### src/rtl/string_case_engine.sv
// -----------------------------------------------------------------------------
// string_case_engine
//
// Streaming stage behind the string FIFO. Pops 32-bit words of four packed
// ASCII characters (char0 in [31:24]), applies a per-run case transform,
// and pushes the repacked word to an output valid/ready stream. A run ends
// on the first word containing a NUL byte or on word number MAX_WORDS.
//
// Optional feature macro: STR_VOWEL_COUNT_EN adds the vowel_count port and
// its counter. With the macro undefined the port and counter are absent.
//
// Parameters:
//   MAX_WORDS  words consumed per run before forced termination (>= 1)
//   CNT_W      width of char_count / vowel_count (must hold 4*MAX_WORDS)
//
// Ports:
//   clk, reset_n        clock, asynchronous active-low reset
//   start, mode[1:0]    run request (ignored while busy), case mode
//                       0 pass, 1 upper, 2 lower, 3 toggle
//   in_valid, in_data   FIFO not-empty flag and head word
//   in_ready            pop strobe
//   out_valid, out_data transformed word, held until out_ready
//   out_ready           downstream accept
//   busy                run in progress
//   done                one-cycle pulse at end of run
//   truncated           last run stopped on MAX_WORDS without a NUL
//   char_count          non-NUL characters of last/current run
//   vowel_count         vowels (pre-transform) of last/current run [opt]
// -----------------------------------------------------------------------------

// Per-character transform lane. i_dead says a NUL was seen in an earlier
// lane of the same word, so this byte is padding and is zeroed.
module string_case_lane (
  input  logic [1:0] i_mode,
  input  logic       i_dead,
  input  logic [7:0] i_char,
  output logic [7:0] o_char,
  output logic       o_live
`ifdef STR_VOWEL_COUNT_EN
  ,output logic      o_vowel
`endif
);
  logic w_is_lower, w_is_upper, w_to_upper, w_to_lower;

  assign w_is_lower = (i_char >= 8'h61) && (i_char <= 8'h7a);
  assign w_is_upper = (i_char >= 8'h41) && (i_char <= 8'h5a);
  assign w_to_upper = (i_mode == 2'd1) || (i_mode == 2'd3);
  assign w_to_lower = (i_mode == 2'd2) || (i_mode == 2'd3);
  assign o_live     = !i_dead && (i_char != 8'h00);

  always_comb begin
    o_char = i_char;
    if (!o_live)                      o_char = 8'h00;
    else if (w_to_upper && w_is_lower) o_char = i_char - 8'h20;
    else if (w_to_lower && w_is_upper) o_char = i_char + 8'h20;
  end

`ifdef STR_VOWEL_COUNT_EN
  // Fold to lower case (letters only) and match the five vowels.
  logic [7:0] w_fold;
  assign w_fold  = i_char | 8'h20;
  assign o_vowel = o_live && (w_is_lower || w_is_upper) &&
                   ((w_fold == 8'h61) || (w_fold == 8'h65) || (w_fold == 8'h69) ||
                    (w_fold == 8'h6f) || (w_fold == 8'h75));
`endif
endmodule

module string_case_engine #(
  parameter int MAX_WORDS = 256,
  parameter int CNT_W     = 16
) (
  input  logic             clk,
  input  logic             reset_n,
  input  logic             start,
  input  logic [1:0]       mode,
  input  logic             in_valid,
  input  logic [31:0]      in_data,
  output logic             in_ready,
  output logic             out_valid,
  output logic [31:0]      out_data,
  input  logic             out_ready,
  output logic             busy,
  output logic             done,
  output logic             truncated,
  output logic [CNT_W-1:0] char_count
`ifdef STR_VOWEL_COUNT_EN
  ,output logic [CNT_W-1:0] vowel_count
`endif
);
  localparam int NUM_LANES = 4;
  localparam int VEC_W     = 8;
  localparam int WC_W      = $clog2(MAX_WORDS + 1);
  localparam int LC_W      = $clog2(NUM_LANES + 1);

  typedef enum logic [1:0] {S_IDLE, S_RUN, S_DRAIN, S_FIN} state_t;

  state_t                          r_state;
  logic [1:0]                      r_mode;
  logic [WC_W-1:0]                 r_words;
  logic                            r_out_valid;
  logic [31:0]                     r_out_data;
  logic                            r_done;
  logic                            r_trunc;
  logic [CNT_W-1:0]                r_char_cnt;

  logic [NUM_LANES-1:0][VEC_W-1:0] w_in_bytes;
  logic [NUM_LANES-1:0][VEC_W-1:0] w_out_bytes;
  logic [NUM_LANES:0]              w_dead;
  logic [NUM_LANES-1:0]            w_live;
  logic [31:0]                     w_out_word;
  logic [LC_W-1:0]                 w_nchar;
  logic                            w_has_nul;
  logic                            w_last_word;
  logic                            w_terminal;
  logic                            w_accept;
  logic                            w_xfer;

  // Lane i carries char i; char0 sits in the top byte of the word.
  always_comb begin
    w_dead = '0;
    for (int i = 0; i < NUM_LANES; i++) begin
      w_in_bytes[i] = in_data[VEC_W*(NUM_LANES-i)-1 -: VEC_W];
      w_dead[i+1]   = w_dead[i] | (w_in_bytes[i] == '0);
    end
  end

  always_comb begin
    w_out_word = '0;
    w_nchar    = '0;
    for (int i = 0; i < NUM_LANES; i++) begin
      w_out_word[VEC_W*(NUM_LANES-i)-1 -: VEC_W] = w_out_bytes[i];
      w_nchar = w_nchar + LC_W'(w_live[i]);
    end
  end

`ifdef STR_VOWEL_COUNT_EN
  logic [NUM_LANES-1:0] w_vowel;
  logic [LC_W-1:0]      w_nvow;
  logic [CNT_W-1:0]     r_vowel_cnt;

  always_comb begin
    w_nvow = '0;
    for (int i = 0; i < NUM_LANES; i++) w_nvow = w_nvow + LC_W'(w_vowel[i]);
  end
`endif

  for (genvar i = 0; i < NUM_LANES; i++) begin : g_lane
    string_case_lane u_lane (
      .i_mode (r_mode),
      .i_dead (w_dead[i]),
      .i_char (w_in_bytes[i]),
      .o_char (w_out_bytes[i]),
      .o_live (w_live[i])
`ifdef STR_VOWEL_COUNT_EN
      ,.o_vowel(w_vowel[i])
`endif
    );
  end

  assign w_has_nul   = w_dead[NUM_LANES];
  // r_words counts words already accepted, so the MAX_WORDS-th word is
  // the one arriving while the count equals MAX_WORDS-1.
  assign w_last_word = (r_words == WC_W'(MAX_WORDS - 1));
  assign w_terminal  = w_has_nul || w_last_word;
  assign w_xfer      = r_out_valid && out_ready;
  assign w_accept    = in_valid && in_ready;

  // Pop only in RUN and only when the output register will have room.
  assign in_ready    = (r_state == S_RUN) && (!r_out_valid || out_ready);
  assign busy        = (r_state != S_IDLE);
  assign out_valid   = r_out_valid;
  assign out_data    = r_out_data;
  assign done        = r_done;
  assign truncated   = r_trunc;
  assign char_count  = r_char_cnt;
`ifdef STR_VOWEL_COUNT_EN
  assign vowel_count = r_vowel_cnt;
`endif

  always_ff @(posedge clk or negedge reset_n) begin
    if (!reset_n) begin
      r_state     <= S_IDLE;
      r_mode      <= 2'd0;
      r_words     <= '0;
      r_out_valid <= 1'b0;
      r_out_data  <= '0;
      r_done      <= 1'b0;
      r_trunc     <= 1'b0;
      r_char_cnt  <= '0;
`ifdef STR_VOWEL_COUNT_EN
      r_vowel_cnt <= '0;
`endif
    end else begin
      r_done <= 1'b0;
      // A transfer empties the register; a same-cycle accept below refills it.
      if (w_xfer) r_out_valid <= 1'b0;

      case (r_state)
        S_IDLE: begin
          if (start) begin
            r_mode     <= mode;
            r_words    <= '0;
            r_trunc    <= 1'b0;
            r_char_cnt <= '0;
`ifdef STR_VOWEL_COUNT_EN
            r_vowel_cnt <= '0;
`endif
            r_state    <= S_RUN;
          end
        end
        S_RUN: begin
          if (w_accept) begin
            r_out_valid <= 1'b1;
            r_out_data  <= w_out_word;
            r_words     <= r_words + WC_W'(1);
            r_char_cnt  <= r_char_cnt + CNT_W'(w_nchar);
`ifdef STR_VOWEL_COUNT_EN
            r_vowel_cnt <= r_vowel_cnt + CNT_W'(w_nvow);
`endif
            if (w_terminal) begin
              r_trunc <= !w_has_nul;
              r_state <= S_DRAIN;
            end
          end
        end
        S_DRAIN: begin
          // done is registered here so it is high during FIN, one cycle
          // after the terminal word leaves the output register.
          if (w_xfer) begin
            r_done  <= 1'b1;
            r_state <= S_FIN;
          end
        end
        S_FIN: begin
          r_state <= S_IDLE;
        end
        default: r_state <= S_IDLE;
      endcase
    end
  end
endmodule
### config.mk
export PLATFORM = sky130hd
export DESIGN_NAME = string_case_engine
export DESIGN_NICKNAME = d
export VERILOG_FILES = /design/src/rtl/string_case_engine.sv
export SDC_FILE = /design/constraint.sdc
export NUM_CORES = 1
export LEC_CHECK = 0
export CORE_ASPECT_RATIO = 1.5
export CORE_MARGIN = 2
export CORE_UTILIZATION = 54
export CTS_CLUSTER_DIAMETER = 200
export CTS_CLUSTER_SIZE = 12
export DETAILED_ROUTE_END_ITERATION = 8
export MAX_ROUTING_LAYER = met4
export PLACE_DENSITY = 0.93
export SLEW_MARGIN = 20
export SYNTH_ARGS = -nofsm -noshare
export SYNTH_HDL_FRONTEND = slang
export SYNTH_SLANG_ARGS = --single-unit
### constraint.sdc
create_clock -name clk -period 7.6 [get_ports clk]
set_input_delay 2.28 -clock clk [delete_from_list [all_inputs] [get_ports clk]]
set_output_delay 2.28 -clock clk [all_outputs]
set_load 0.02 [all_outputs]
Yosys cells after proc, flatten, opt, wreduce, memory -nomap -nowiden. Index checks and enable logic that the tools add are counted.

Bits of input ports: 39. Word-level logic and storage cells: 130. Output and inout port bits: 53. Flip-flop bits (word level): 64.

Add/subtract/negate cells: 13. Order comparisons: 16. Reduce and logical (&&, ||, !) cells: 47. Equal/unequal tests: 11. Multiplexer cells: 32. Bitwise operators: 3.

Operators with widths (count): 8-bit two-way mux (12); 8-bit by 7-bit >= comparator with 1-bit output (second input constant) (8); 8-bit by 7-bit less-or-equal comparator with 1-bit output (second input constant) (8); 8-bit by 6-bit adder with 8-bit output (second input constant) (4); 8-bit zero test (4); 16-bit two-way mux (2); 16-bit one-hot mux with 2 select lines (1); 8-bit nonzero test (4); 8-bit by 6-bit subtractor with 8-bit output (second input constant) (4); 1-bit logical AND (22); 9-bit two-way mux (2); 9-bit one-hot mux with 2 select lines (1); 16-bit by 3-bit adder with 16-bit output (1); 9-bit by 1-bit adder with 9-bit output (second input constant) (1); 9-bit by 8-bit == test with 1-bit output (second input constant) (1); 2-bit == test (second input constant) (4); 1-bit two-way mux (8); 2-bit two-way mux (4); 2-bit inequality test (second input constant) (4); 2-bit one-hot mux with 4 select lines (1); 4-bit AND reduction (2); 1-bit zero test (5); 2-bit by 1-bit == test with 1-bit output (second input constant) (2); 1-bit logical OR (4); 9 further kinds (13).

Longest topological paths before layout.
Depth after elaboration: 9. Gate-level depth with buffers: 13. Depth with buffers taken out: 12.

Hierarchy. From an unflattened synthesis, not the netlist that was laid out.

Cells, all modules: 436. Area total of the unflattened synthesis: 4295.4 um^2.

By module, submodules not included: string_case_engine (cells each 268, area each 3069.2 um^2, instances 1, seq. area each 1601.5 um^2); string_case_lane (cells each 42, area each 306.5 um^2, instances 4, seq. area each 0.0 um^2).

Worst setup path before layout. No wires, ideal clock.

Path type: input-to-reg. Start point: in in_data[8]. End point: reg r_char_cnt[5], in the netlist char_count[5]. Library setup time: 78 ps. Arrival: 5552 ps. Stages: 12. Buffers on the path: 2. Required time: 7522 ps. Slack: 1970 ps. Path through: or4_4 or4_4 nand3_2 buf_6 fa_1 fa_1 nor2b_1 o21ai_0 or4_1 buf_2 or3_1 a21oi_1.

Longest elaborated chain between the ends: 8. Elaborated cells on any way between the ends: 11. Those cells by class: add/sub (3); mux (2); bitwise (1); reduce/logical (5).

Ends and longest elaborated chain: start: declaration (RTL line 77) `input logic [31:0] in_data,`; branches (longest 4 deep; another with 2-bit by 1-bit adder with 3-bit output); 3-bit by 1-bit adder with 3-bit output * (RTL line 132) `w_nchar = w_nchar + LC_W'(w_live[i]);`; 16-bit by 3-bit adder with 16-bit output * (RTL line 216) `r_char_cnt <= r_char_cnt + CNT_W'(w_nchar);`; 16-bit two-way mux * (RTL line 212) `if (w_accept) begin`; 16-bit one-hot mux with 2 select lines * (RTL line 198) `case (r_state)`; end signal: assignment (RTL line 216); end: declaration (RTL line 104) `logic [CNT_W-1:0] r_char_cnt;`.

Every way passes the cells marked *. The select of a mux whose other input is x is not followed. A chain may end at the register's enable or synchronous reset.

Worst setup path in the final report.
Start point: in in_data[8]. End point: reg r_char_cnt[11], in the netlist char_count[11].

Same word-level chain as after synthesis.

==> out/metrics.csv <==
metric,value,unit
p_switching,0.638,mW
p_int,0.950,mW
cts_tree,yes,
postCtsSetupRepairBufs,0,
hp-class,reg2reg,
fillers,490,
h-tree-depth,3,
synth_top_area_share,43.4,%
final.period_utilization,79.8,%
worstHoldEndpoint,out_data[24]$_DFFE_PN0P_,
final_max_slew_viol_count,0,
regToRegSetupSlack,4610,ps
max-cap-violations,0,
syn_inst,402,
grt_pass1_wl,15.8,mm
synthTopCellsByArea,"dfrtp_1 43%, nand2_1 7.0%, ha_1 5.8%, o21ai_0 4.6%, a22o_1 3.1%",
min_path_cells,2,
syn_to_final_growth,31.5,%
final_nets,552,
pwr-share-comb,47.1,%
synth.avg_cell_area,9.19,um^2
port_buffers,91,
critPathMaxStageDelay,610,ps
dieArea,0.00753,mm^2
finalSetupViolCount,0,
antenna_cells,0,
yosys.area.top_type,dfrtp_1,
timing.hold.ws,476,ps
via_per_inst,6.18,
track_usage,27.0,%
ant_nets,0,
netlist_area,0.00369,mm^2
worst_ep_arrival_time,6330,ps
dr.pass1.iters,6,
cts-root-buf,clkbuf_8,
tightest_slew,816,ps
fp-row-count,36,
clk_pin_slew_worst_paths,70,ps
r2r-end,char_count[5]$_DFFE_PN0P_,
clk_latency,340,ps
synth-edff-count,0,
die_w,71.5,um
power,1.59,mW
r2r_cells,7,
hold_violations,0,
numCtsBuffers,9,
drc,0,
cp_max_fo,13,
seqPwrFrac,33.8,%
grt_pass1_vias,3323,
gp_congestion,0.872,
async_reset_ff_share,100,%
relSlewSlack,45.6,%
drive_above_1_share,6.83,%
overflow,0,
grt_max_degree,65,
cp-start-kind,primary input,
required,7860,ps
crit_chain,clkdlybuf4s50_1 > or4_4 > or4_4 > nand3_2 > fa_1 > fa_1 > nor2b_1 > o21ai_0 > or4_1 > or4_1 > a21oi_1,
yosysSeqAreaShare,43.4,%
drt_iter0_markers,251,
cellLeakagePower,2.10,nW
synth-seq-cells,64,
synth_nets,461,
tns,0,ps
path_class,in2reg,
dp_slack,1190,ps
yosysWarnings,0,
status,"complete, no violations",
ios,92,
fin_skew,9.14,ps
ir_drop,217,uV
cts_resized,0,
fin_ws,1540,ps
cts_hold_buffers,0,
crit_slowest_cell,or4_1,
rsz0062_at_grt,false,
routed-via-count,3545,
clockPowerShare,19.1,%
timing.final.crit_period,6060,ps
synth_flop_cell,dfrtp_1,
clk_path_buf_depth,2,
stdcell_count,574,
crit_path_end_kind,flop,
hp-start,out_data[24]$_DFFE_PN0P_,
hpwl,6.85,mm
die_h,105,um
wirelength,9.72,mm
core_area,0.00658,mm^2
clkSinkCount,64,
ys_types,65,
max_clock_freq,165,MHz
routedWlPerCell,16.9,um
post-place-cells,558,
start_util,56.2,%
powerDensity,327,mW/mm^2
antenna_found_initial,0,
r2r-start,r_state[1]$_DFFE_PN0P_,
switching_share,40.2,%
-- cells in the final DEF, fill, tap and decap left out, types with 3 or more instances in the layout --
cell type and n:
clkdlybuf4s50_1 90, nand2_1 69, dfrtp_1 64, o21ai_0 34
inv_1 23, a21oi_1 17, ha_1 17, nand3_1 16
nor2_1 15, a22o_1 13, clkbuf_8 11, or3_1 9
o31ai_1 9, nor3_1 8, and3_1 6, a211oi_1 6
nand2b_1 5, a211o_1 5, mux2i_1 5, or4_1 4
nor2b_1 4, nor4_1 3, or2_2 3, nor3b_1 3
a21o_1 3, o41ai_1 3, fa_1 3
-- flip-flops by register name, summed over array words and instances (netlist names) --
register    cells
truncated       1
r_words         9
r_mode          2
out_valid       1
r_state         2
out_data       32
char_count     16
done            1
-- how the worst max path moves through the flow --
| stage | from | to | depth (start not counted) |
|---|---|---|---|
| after floorplan | in_data[8] | char_count[5]$_DFFE_PN0P_ | 12 |
| after global placement | in_data[8] | char_count[11]$_DFFE_PN0P_ | 11 |
| after detailed placement | in_data[8] | char_count[13]$_DFFE_PN0P_ | 11 |
| after CTS | in_data[8] | char_count[13]$_DFFE_PN0P_ | 11 |
| after global routing | in_data[17] | char_count[11]$_DFFE_PN0P_ | 11 |
| final | in_data[8] | char_count[11]$_DFFE_PN0P_ | 11 |
-- stage by stage --
stage	instance area (um^2)	util [%]
2_1_floorplan	3690	-
3_3_place_gp	4650	70.7
3_5_place_dp	4650	70.7
4_1_cts	4860	73.9
5_1_grt	4860	73.9
6_report	4860	73.9
-- power by group through the flow --
stage	sequential [mW]	clock, mW	combinational (mW)
final	0.537	0.303	0.748
after floorplan	0.639	0	0.321
after global routing	0.550	0.320	0.810
after global placement	0.536	0	0.726
after detailed placement	0.541	0	0.745
after CTS	0.537	0.305	0.750
-- cells in the mapped netlist (2+ instances only) --
master,number
nor2_1,15
mux2i_1,5
and2_1,2
a21oi_1,17
a31oi_1,2
buf_2,2
or4_1,4
nor3_1,8
or2_2,3
nand4_1,2
o22a_1,2
a211o_1,5
dfrtp_1,64
o41ai_1,3
nor4_1,3
nand2b_1,5
mux2_2,2
inv_1,23
a211oi_1,6
nand2_1,69
clkbuf_1,7
nor2b_1,4
a22o_1,13
fa_1,3
o21ai_0,34
o31ai_1,9
a21o_1,3
buf_1,3
ha_1,17
or4_4,2
nor3b_1,3
nand3_1,16
or3_1,9
and3_1,6
-- final cells by class --
cell class	count	area [um^2]	area share [%]
multi-input cells	302	1950	40.1
flip-flops and latches	64	1600	33.0
repair buffers	93	921	19.0
clock buffers	11	151	3.12
well taps	76	95.1	1.96
inverters	23	86.3	1.78
clock inverters	5	55.1	1.13
-- routing by layer --
layer  up-vias  global-route usage [%]  part of all wire [%]
met5         -                       -                     0
met4         0                    7.68                   1.5
met3        18                    5.16                   6.5
met2       166                    46.6                    54
met1      1719                    31.7                    38
li1       1642                       -                     -
-- worst max-delay path: cells and delay by family --
| family | cells | cell delay [ps] |
|---|---|---|
| and+or+nand+nor | 6 | 2480 |
| buffers and inverters | 1 | 450 |
| AOI/OAI and AO/OA | 2 | 220 |
| adders and majority gates | 2 | 880 |
-- cell families after synthesis --
| group | count (synthesis) | share of synthesized area, % |
|---|---|---|
| and+or+nand+nor | 163 | 22.5 |
| AOI/OAI and AO/OA | 110 | 20.3 |
| DFF | 64 | 43.4 |
| buffers and inverters | 36 | 3.93 |
| adders and majority gates | 20 | 7.38 |
| muxes | 8 | 2.37 |
| xor gates and xnor gates | 1 | 0.237 |
Note: power is estimated with default switching activity, not from simulation.
